### config.mk
export PLATFORM = sky130hd
export DESIGN_NAME = fir_serial_mac
export DESIGN_NICKNAME = d
export VERILOG_FILES = /design/src/rtl/fir_serial_mac.sv
export SDC_FILE = /design/constraint.sdc
export NUM_CORES = 2
export LEC_CHECK = 0
export BUFFER_PORTS_ARGS = -buffer_cell sky130_fd_sc_hd__buf_2
export CAP_MARGIN = 5
export CORE_ASPECT_RATIO = 0.7
export CORE_MARGIN = 2
export CORE_UTILIZATION = 45
export CTS_CLUSTER_SIZE = 20
export DETAILED_ROUTE_END_ITERATION = 6
export PLACE_DENSITY = 0.71
export SLEW_MARGIN = 30
export SYNTH_ARGS = -nofsm -noshare
export SYNTH_HDL_FRONTEND = slang
export SYNTH_SLANG_ARGS = --single-unit
### constraint.sdc
create_clock -name clk -period 12.9 [get_ports clk]
set_clock_uncertainty 0.1 [all_clocks]
set_input_delay 1.29 -clock clk [delete_from_list [all_inputs] [get_ports clk]]
set_output_delay 1.29 -clock clk [all_outputs]
set_load 0.1 [all_outputs]
### src/rtl/fir_serial_mac.sv
// fir_serial_mac: time-multiplexed N-tap FIR, one multiplier and one accumulator, valid/ready streams
// FIR_SERIAL_SAT_EN: saturate the result to W bits and raise sticky ovf; otherwise wrap and tie ovf low
module fir_serial_mac #(
    parameter int W      = 16,
    parameter int W_FRAC = 15,
    parameter int N      = 41
) (
    input  logic                 clk,
    input  logic                 rst_n,
    input  logic signed [W-1:0]  x_data,
    input  logic                 x_valid,
    output logic                 x_ready,
    output logic signed [W-1:0]  y_data,
    output logic                 y_valid,
    input  logic                 y_ready,
    input  logic                 coef_we,
    input  logic [$clog2(N)-1:0] coef_addr,
    input  logic signed [W-1:0]  coef_wdata,
    output logic                 coef_ready,
    output logic                 ovf
);
    localparam int AW    = $clog2(N);
    localparam int KW    = $clog2(N + 1);
    localparam int ACC_W = 2 * W + AW + 1;
    localparam logic signed [ACC_W-1:0] RND =
        (W_FRAC > 0) ? ACC_W'(1) << (W_FRAC > 0 ? W_FRAC - 1 : 0) : '0;

    typedef enum logic [1:0] {IDLE, MAC, OUT} state_t;

    state_t                   state, state_nx;
    logic signed [W-1:0]      smp  [N];
    logic signed [W-1:0]      coef [N];
    logic [AW-1:0]            wr_ptr, idx, kt;
    logic [KW-1:0]            k;
    logic signed [2*W-1:0]    prod;
    logic signed [ACC_W-1:0]  acc, sum;
    logic signed [W-1:0]      res;
    logic                     take, wr, last;

    // Products are registered, so k runs one past N-1 to fold in the last product
    always_comb begin
        x_ready    = state == IDLE;
        coef_ready = state == IDLE;
        y_valid    = state == OUT;
        take       = x_valid && x_ready;
        wr         = coef_we && coef_ready && ({1'b0, coef_addr} < (AW + 1)'(N));
        last       = k == KW'(N);
        kt         = last ? '0 : AW'(k);
        idx        = (KW'(wr_ptr) >= k) ? AW'(KW'(wr_ptr) - k)
                                        : AW'(KW'(wr_ptr) + (KW'(N) - k));
        sum        = acc + ACC_W'(prod) + RND;
        state_nx   = (state == IDLE && x_valid) ? MAC :
                     (state == MAC && last)     ? OUT :
                     (state == OUT && y_ready)  ? IDLE : state;
    end

`ifdef FIR_SERIAL_SAT_EN
    localparam logic signed [ACC_W-1:0] MAXV = (ACC_W'(1) << (W - 1)) - ACC_W'(1);
    localparam logic signed [ACC_W-1:0] MINV = -(ACC_W'(1) << (W - 1));
    logic signed [ACC_W-1:0] shifted;
    logic                    hi, lo;

    always_comb begin
        shifted = sum >>> W_FRAC;
        hi      = shifted > MAXV;
        lo      = shifted < MINV;
        res     = hi ? MAXV[W-1:0] : lo ? MINV[W-1:0] : shifted[W-1:0];
    end

    always_ff @(posedge clk or negedge rst_n) begin
        if (!rst_n) ovf <= 1'b0;
        else if (state == MAC && last && (hi || lo)) ovf <= 1'b1;
    end
`else
    always_comb res = W'(sum >>> W_FRAC);
    assign ovf = 1'b0;
`endif

    always_ff @(posedge clk or negedge rst_n) begin
        if (!rst_n) state <= IDLE;
        else state <= state_nx;
    end

    always_ff @(posedge clk or negedge rst_n) begin
        if (!rst_n) begin
            for (int i = 0; i < N; i++) begin
                smp[i]  <= '0;
                coef[i] <= '0;
            end
            wr_ptr <= '0;
            k      <= '0;
            acc    <= '0;
            prod   <= '0;
            y_data <= '0;
        end else begin
            if (wr) coef[coef_addr] <= coef_wdata;
            if (take) begin
                smp[wr_ptr] <= x_data;
                acc         <= '0;
                prod        <= '0;
                k           <= '0;
            end
            if (state == MAC) begin
                prod <= smp[idx] * coef[kt];
                acc  <= acc + ACC_W'(prod);
                k    <= k + 1'b1;
                if (last) begin
                    y_data <= res;
                    wr_ptr <= (wr_ptr == AW'(N - 1)) ? '0 : wr_ptr + 1'b1;
                end
            end
        end
    end
endmodule
# Yosys cells after proc, flatten, opt, wreduce, memory -nomap -nowiden
# Cells that the tools add are included.
totals:
  regBits: 1413
  input_bits: 43
op_classes:
  addsub: 7
  n_mul: 1
  magnitude_cmp: 8
  eq_ne: 4
  muxes: 24
  n_bitwise: 4
  reduce_logical: 11
op_table:
  columns: ["operator", "n"]
  rows:
  - ["$bwmux 656", 2]
  - ["$bmux 16 s6", 2]
  - ["$demux 16 s6", 2]
  - ["$mux 16", 6]
  - ["$mux 39", 2]
  - ["$mux 32", 2]
  - ["$add 39x32->39", 1]
  - ["$mul 16x16->32", 1]
  - ["$add 31x16->31 const B", 1]
  - ["$mux 6", 5]
  - ["$ge 7x7->1 const B", 4]
  - ["$not 6->7", 4]
  - ["$lt 7x1->1 const B", 2]
  - ["$add 6x1->6 const B", 2]
  - ["$eq 6x6->1 const B", 2]
  - ["$logic_and 1x1->1", 7]
  - ["$add 6x6->6", 1]
  - ["$ge 6x6->1", 1]
  - ["$lt 6x6->1 const B", 1]
  - ["$mux 2", 3]
  - ["$sub 6x6->6", 1]
  - ["$sub 6x6->6 const A", 1]
  - ["$reduce_bool 3->1", 1]
  - ["$eq 2x1->1 const B", 1]
  - ["other kinds (4)", 4]

# Depth between registers and ports, before layout
depth:
  depth_word: 9
  depth_mapped: 47
  mapped_depth_nobuf: 41

# Least setup slack after synthesis
# OpenSTA, ideal clock, no wires.
synth_timing:
  path_type: "register to register"
  from: "register k[0]"
  to: "register prod[30]"
  setup_time_ns: 0.131
  arrival_time_ns: 9.403
  required_ns: 12.669
  path_slack_ns: 3.266
  path_stages_with_launch: 43
  path_buffers: 6
  period_less_slack_ns: 9.634
  path_cell_list: "dfrtp_1 > buf_4 > inv_1 > clkbuf_1 > clkbuf_1 > ha_1 > ha_1 > fa_1 > inv_1 > a21boi_4 > nor2_2 > buf_2 > buf_2 > nand3_1 > nand2_1 > a31oi_1 > o21ai_0 > nand3_1 > (+7 left out) > inv_1 > fa_1 > fa_1 > inv_1 > fa_1 > inv_1 > ha_1 > a211o_1 > a2111oi_0 > o41ai_1 > a21oi_1 > o21ai_1 > a21o_1 > a21oi_1 > o21bai_1 > a21oi_1 > xnor2_1 > o21ai_1"
synth_via:
  elab_chain_len: 9
  word_cells_on_any_way: 17
synth_rtl:
  columns: ["element", "line_no", "source"]
  rows:
  - ["start: declaration", "34", "logic [KW-1:0] k;"]
  - ["start signal: assignment", "106", "k <= k + 1'b1;"]
  - ["$sub 6x6->6", "50", ": AW'(KW'(wr_ptr) + (KW'(N) - k));"]
  - ["$add 6x6->6", "50", null]
  - ["$mux 6", "49", "idx = (KW'(wr_ptr) >= k) ? AW'(KW'(wr_ptr) - k)"]
  - ["$not 6->7 (not written as such)", "104", "prod <= smp[idx] * coef[kt];"]
  - ["$bmux 16 s6", "104", null]
  - ["$mux 16 (not written as such) (2 in series)", "104", null]
  - ["$mul 16x16->32 *", "104", null]
  - ["$mux 32 *", "103", "if (state == MAC) begin"]
  - ["end signal: assignment", "104", null]
  - ["end: declaration", "35", "logic signed [2*W-1:0] prod;"]
# Every way passes the cells marked *; elsewhere a longest branch is shown, timed or not. The select of a mux whose other input is x is not followed.
# A chain may end at the register's enable or synchronous reset.

# Worst setup path in the final report
layout_timing:
  from: "register wr_ptr[1]"
  to: "register prod[30]"
layout_via:
  elab_chain_len: 8
  word_cells_on_any_way: 10
layout_rtl:
  columns: ["element", "line_no", "source"]
  rows:
  - ["start: declaration", "33", "logic [AW-1:0] wr_ptr, idx, kt;"]
  - ["start signal: assignment", "109", "wr_ptr <= (wr_ptr == AW'(N - 1)) ? '0 : wr_ptr + 1'b1;"]
  - ["$add 6x6->6, or another cell as far along", "50", null]
  - ["$mux 6 *", "49", null]
  - ["$not 6->7 (not written as such) *", "104", null]
  - ["$bmux 16 s6 *", "104", null]
  - ["$mux 16 (not written as such) * (2 in series)", "104", null]
  - ["$mul 16x16->32 *", "104", null]
  - ["$mux 32 *", "103", null]
# Marked as above.

==> summary.md <==
| Metric | Value |
|---|---|
| Status | finished clean |
| Remaining global-route overflow | 0 |
| Layout Utilization | 0.497 |
| Clk buf depth | 3 |
| PwrDens | 105 nW/um2 |
| H-tree depth | 4 |
| Max FO, Critical Path | 17 |
| Max Cap Viol | 0 |
| Worst EP arrival | 12.17 ns |
| Reg-to-reg slack, setup | 1.26 ns |
| Core area | 168000 um2 |
| Startpoint Class | flip-flop |
| Die extent in x | 495 um |
| GP Congestion | 0.936 |
| Worst slew pin tran | 1.12 ns |
| Num CTS Buffers | 139 |
| Die Height | 348 um |
| Max-slew violations | 0 |
| Clock network power share | 0.478 |
| Synth Cell Area | 76100 um2 |
| Slowest-stage cell, CP | o31a_1 |
| TritonRoute pass-1 iters | 6 |
| Antenna Nets Post-Route | 0 |
| Post-synth cell types | 91 |
| Die ar. | 172000 um2 |
| Number of remaining DRC errors | 0 |
| Int Pwr | 6.82 mW |
| Max Fclk | 85.9 MHz |
| Clock root cell | clkbuf_16 |
| Prevailing post-synth register cell | dfrtp_1 |
| Mapped Cells | 6442 |
| Vias per cell | 5.96 |
| PortBufs | 61 |
| Area delta synth->final | 9.99% |
| Setup CP Type | flip-flop to flip-flop |
| Antenna violations before repair | 10 |
| Clock Latency Late Sink | 0.81 ns |
| Origin of the critical flop-to-flop path | wr_ptr[1]$_DFFE_PN0P_ |
| CTS Sinks | 1404 |
| Clk slew on worst S/H paths | 0.06 ns |
| Cts hold-fix bufs | 0 |
| Cells on worst reg2reg path | 40 |
| Largest net degree at the start of global routing | 194 |
| Reg power frac | 0.500 |
| Seq/Total Area, Yosys | 0.462 |
| Worst vdd ir | 0.0000948 V |
| Share of the synthesized area in the top cell type | 0.462 |
| Count of warnings emitted by yosys | 0 |
| Worst EP required | 13.43 ns |
| # placed instances | 8418 |
| CTS tree | yes |
| Synth top cells by count | 1404 x dfrtp_1, 1324 x mux2_2, 833 x nand2_1 |
| Share of layout cells above drive strength 1 | 0.306 |
| Final worst path period need | 11.64 ns |
| First-pass GRT wire length | 322 mm |
| Critical path startpoint | wr_ptr[1]$_DFFE_PN0P_ |
| Hold/Removal Path Class | input pin to async pin |
| # rows | 126 |
| # setup viols final | 0 |
| WL/cell | 23.9 um |
| Number of synthesized flops with an enable pin | 0 |
| Top cell type by total area after synthesis | dfrtp_1 |
| Hpwl dp | 135 mm |
| Final Hold Vio Count | 0 |
| Total number of vias | 51800 |
| Global Route Usage Sum | 0.242 |
| Headroom to the max-slew limit | 0.244 |
| Syn nets | 6874 |
| Sw Ratio | 0.225 |
| Static Leak | 40.9 nW |
| PostCTS Resize Cnt | 0 |
| Post-Layout Cell Count | 8681 |
| Final WL | 208 mm |
| Fraction of registers with async set/reset | 1.00 |
| Synthesized flop and latch total | 1404 |
| Dominant cell by count in the synthesized netlist | dfrtp_1 |
| Comb pwr share | 0.021 |
| Vias in the first global route | 53100 |
| Fin crit share | 0.903 |
| I/O pin total | 63 |
| NumNets Final | 6755 |
| Avg Inst Size Synth | 11.8 um2 |
| Filler instances | 14400 |
| Critical Path Sink Type | flip-flop |
| Psw | 1.98 mW |
| Post-CTS Setup Bufs | 0 |
| RSZ-0062 raised after global routing | false |
| Iter 0 DRT Violations | 4994 |
| Initial Util | 0.452 |
| Synth top area cells | dfrtp_1 46%, mux2_2 20%, fa_1 6.9%, nand2_1 4.1%, mux4_2 3.7% |
| Crit-path max cell delay | 0.86 ns |
| Setup TNS | 0 ns |
| Crit Reg-Reg Endpoint | prod[30]$_DFFE_PN0P_ |
[per-stage QoR]
stage               setup slack [ns]  hold WS (ns)  instance area, um2  total power, mW
global route                   0.660         0.401               83700             9.07
global placement                1.53         0.362               78600             4.67
CTS                             1.46         0.380               83500             8.86
finish                          1.26         0.374               83700             8.80
detailed placement              1.49         0.368               78800             4.67
floorplan                       3.27         0.354               76100             4.53
[layout by cell type (no fill, tap or decap), types with 80 or more instances in the layout]
cell type	count
fa_1	261
clkbuf_16	143
a21oi_1	119
mux2i_1	80
o21ai_0	143
mux4_2	124
ha_1	128
nor2_1	110
nand2_1	809
dfrtp_1	1402
buf_4	136
inv_1	316
nand3_1	278
mux2_2	1324
and2_1	142
[critical path, delay by kind of cell, from the launching register on]
family / cells / cell delay, ns
AO/OA/AOI/OAI: 14 / 4.52
adder cells (fa/ha/maj): 10 / 4.36
buffers and inverters: 9 / 1.12
flip-flops: 1 / 0.57
AND/OR/NAND/NOR: 5 / 0.46
XOR/XNOR: 2 / 0.33
[layout make-up]
type | instances | area [um2] | area share
repair buffers | 214 | 1740 | 0.0208
inverters | 320 | 1200 | 0.0144
flip-flops and latches | 1404 | 35100 | 0.420
clock inverters | 39 | 558 | 0.00667
clock buffers | 209 | 4120 | 0.0492
multi-input cells | 4244 | 38100 | 0.455
well taps | 2240 | 2800 | 0.0335
diodes | 11 | 27.5 | 0.000329
[power by group through the flow]
stage | Sequential (mW) | Clock (mW) | Combinational, mW
2_1_floorplan | 4.49 | 0 | 0.0480
3_3_place_gp | 4.48 | 0 | 0.181
3_5_place_dp | 4.48 | 0 | 0.189
4_1_cts | 4.40 | 4.27 | 0.189
5_1_grt | 4.40 | 4.46 | 0.212
6_report | 4.40 | 4.21 | 0.189
[cell families after synthesis]
logic type      Yosys count  synth area share
mux                    1531             0.244
xor+xnor                 86           0.00990
fa+ha+maj               389            0.0897
buf+inv                 794            0.0426
flops                  1404             0.462
simple gates           1551            0.0918
compound gates          686            0.0602
other cells               1         0.0000493
[per-layer routing]
| metal | global-route usage | up-vias | routed length [um] |
|---|---|---|---|
| met1 | 0.352 | 27200 | 92000 |
| met2 | 0.353 | 2009 | 90500 |
| li1 | - | 22200 | - |
| met3 | 0.0644 | 351 | 19600 |
| met4 | 0.0719 | 4 | 5420 |
| met5 | 0 | - | 20 |
[how the worst max path moves through the flow]
stage                           end
2_1_floorplan  prod[30]$_DFFE_PN0P_
3_5_place_dp   prod[30]$_DFFE_PN0P_
6_report       prod[30]$_DFFE_PN0P_
3_3_place_gp   prod[30]$_DFFE_PN0P_
5_1_grt        prod[30]$_DFFE_PN0P_
4_1_cts        prod[30]$_DFFE_PN0P_
[flip-flops by register name, summed over array words and instances (netlist names)]
signal and flops:
smp 656, coef 656, acc 31, wr_ptr 6, state 2, y_data 16, prod 31, k 6
(Power assumes the default switching activity.)
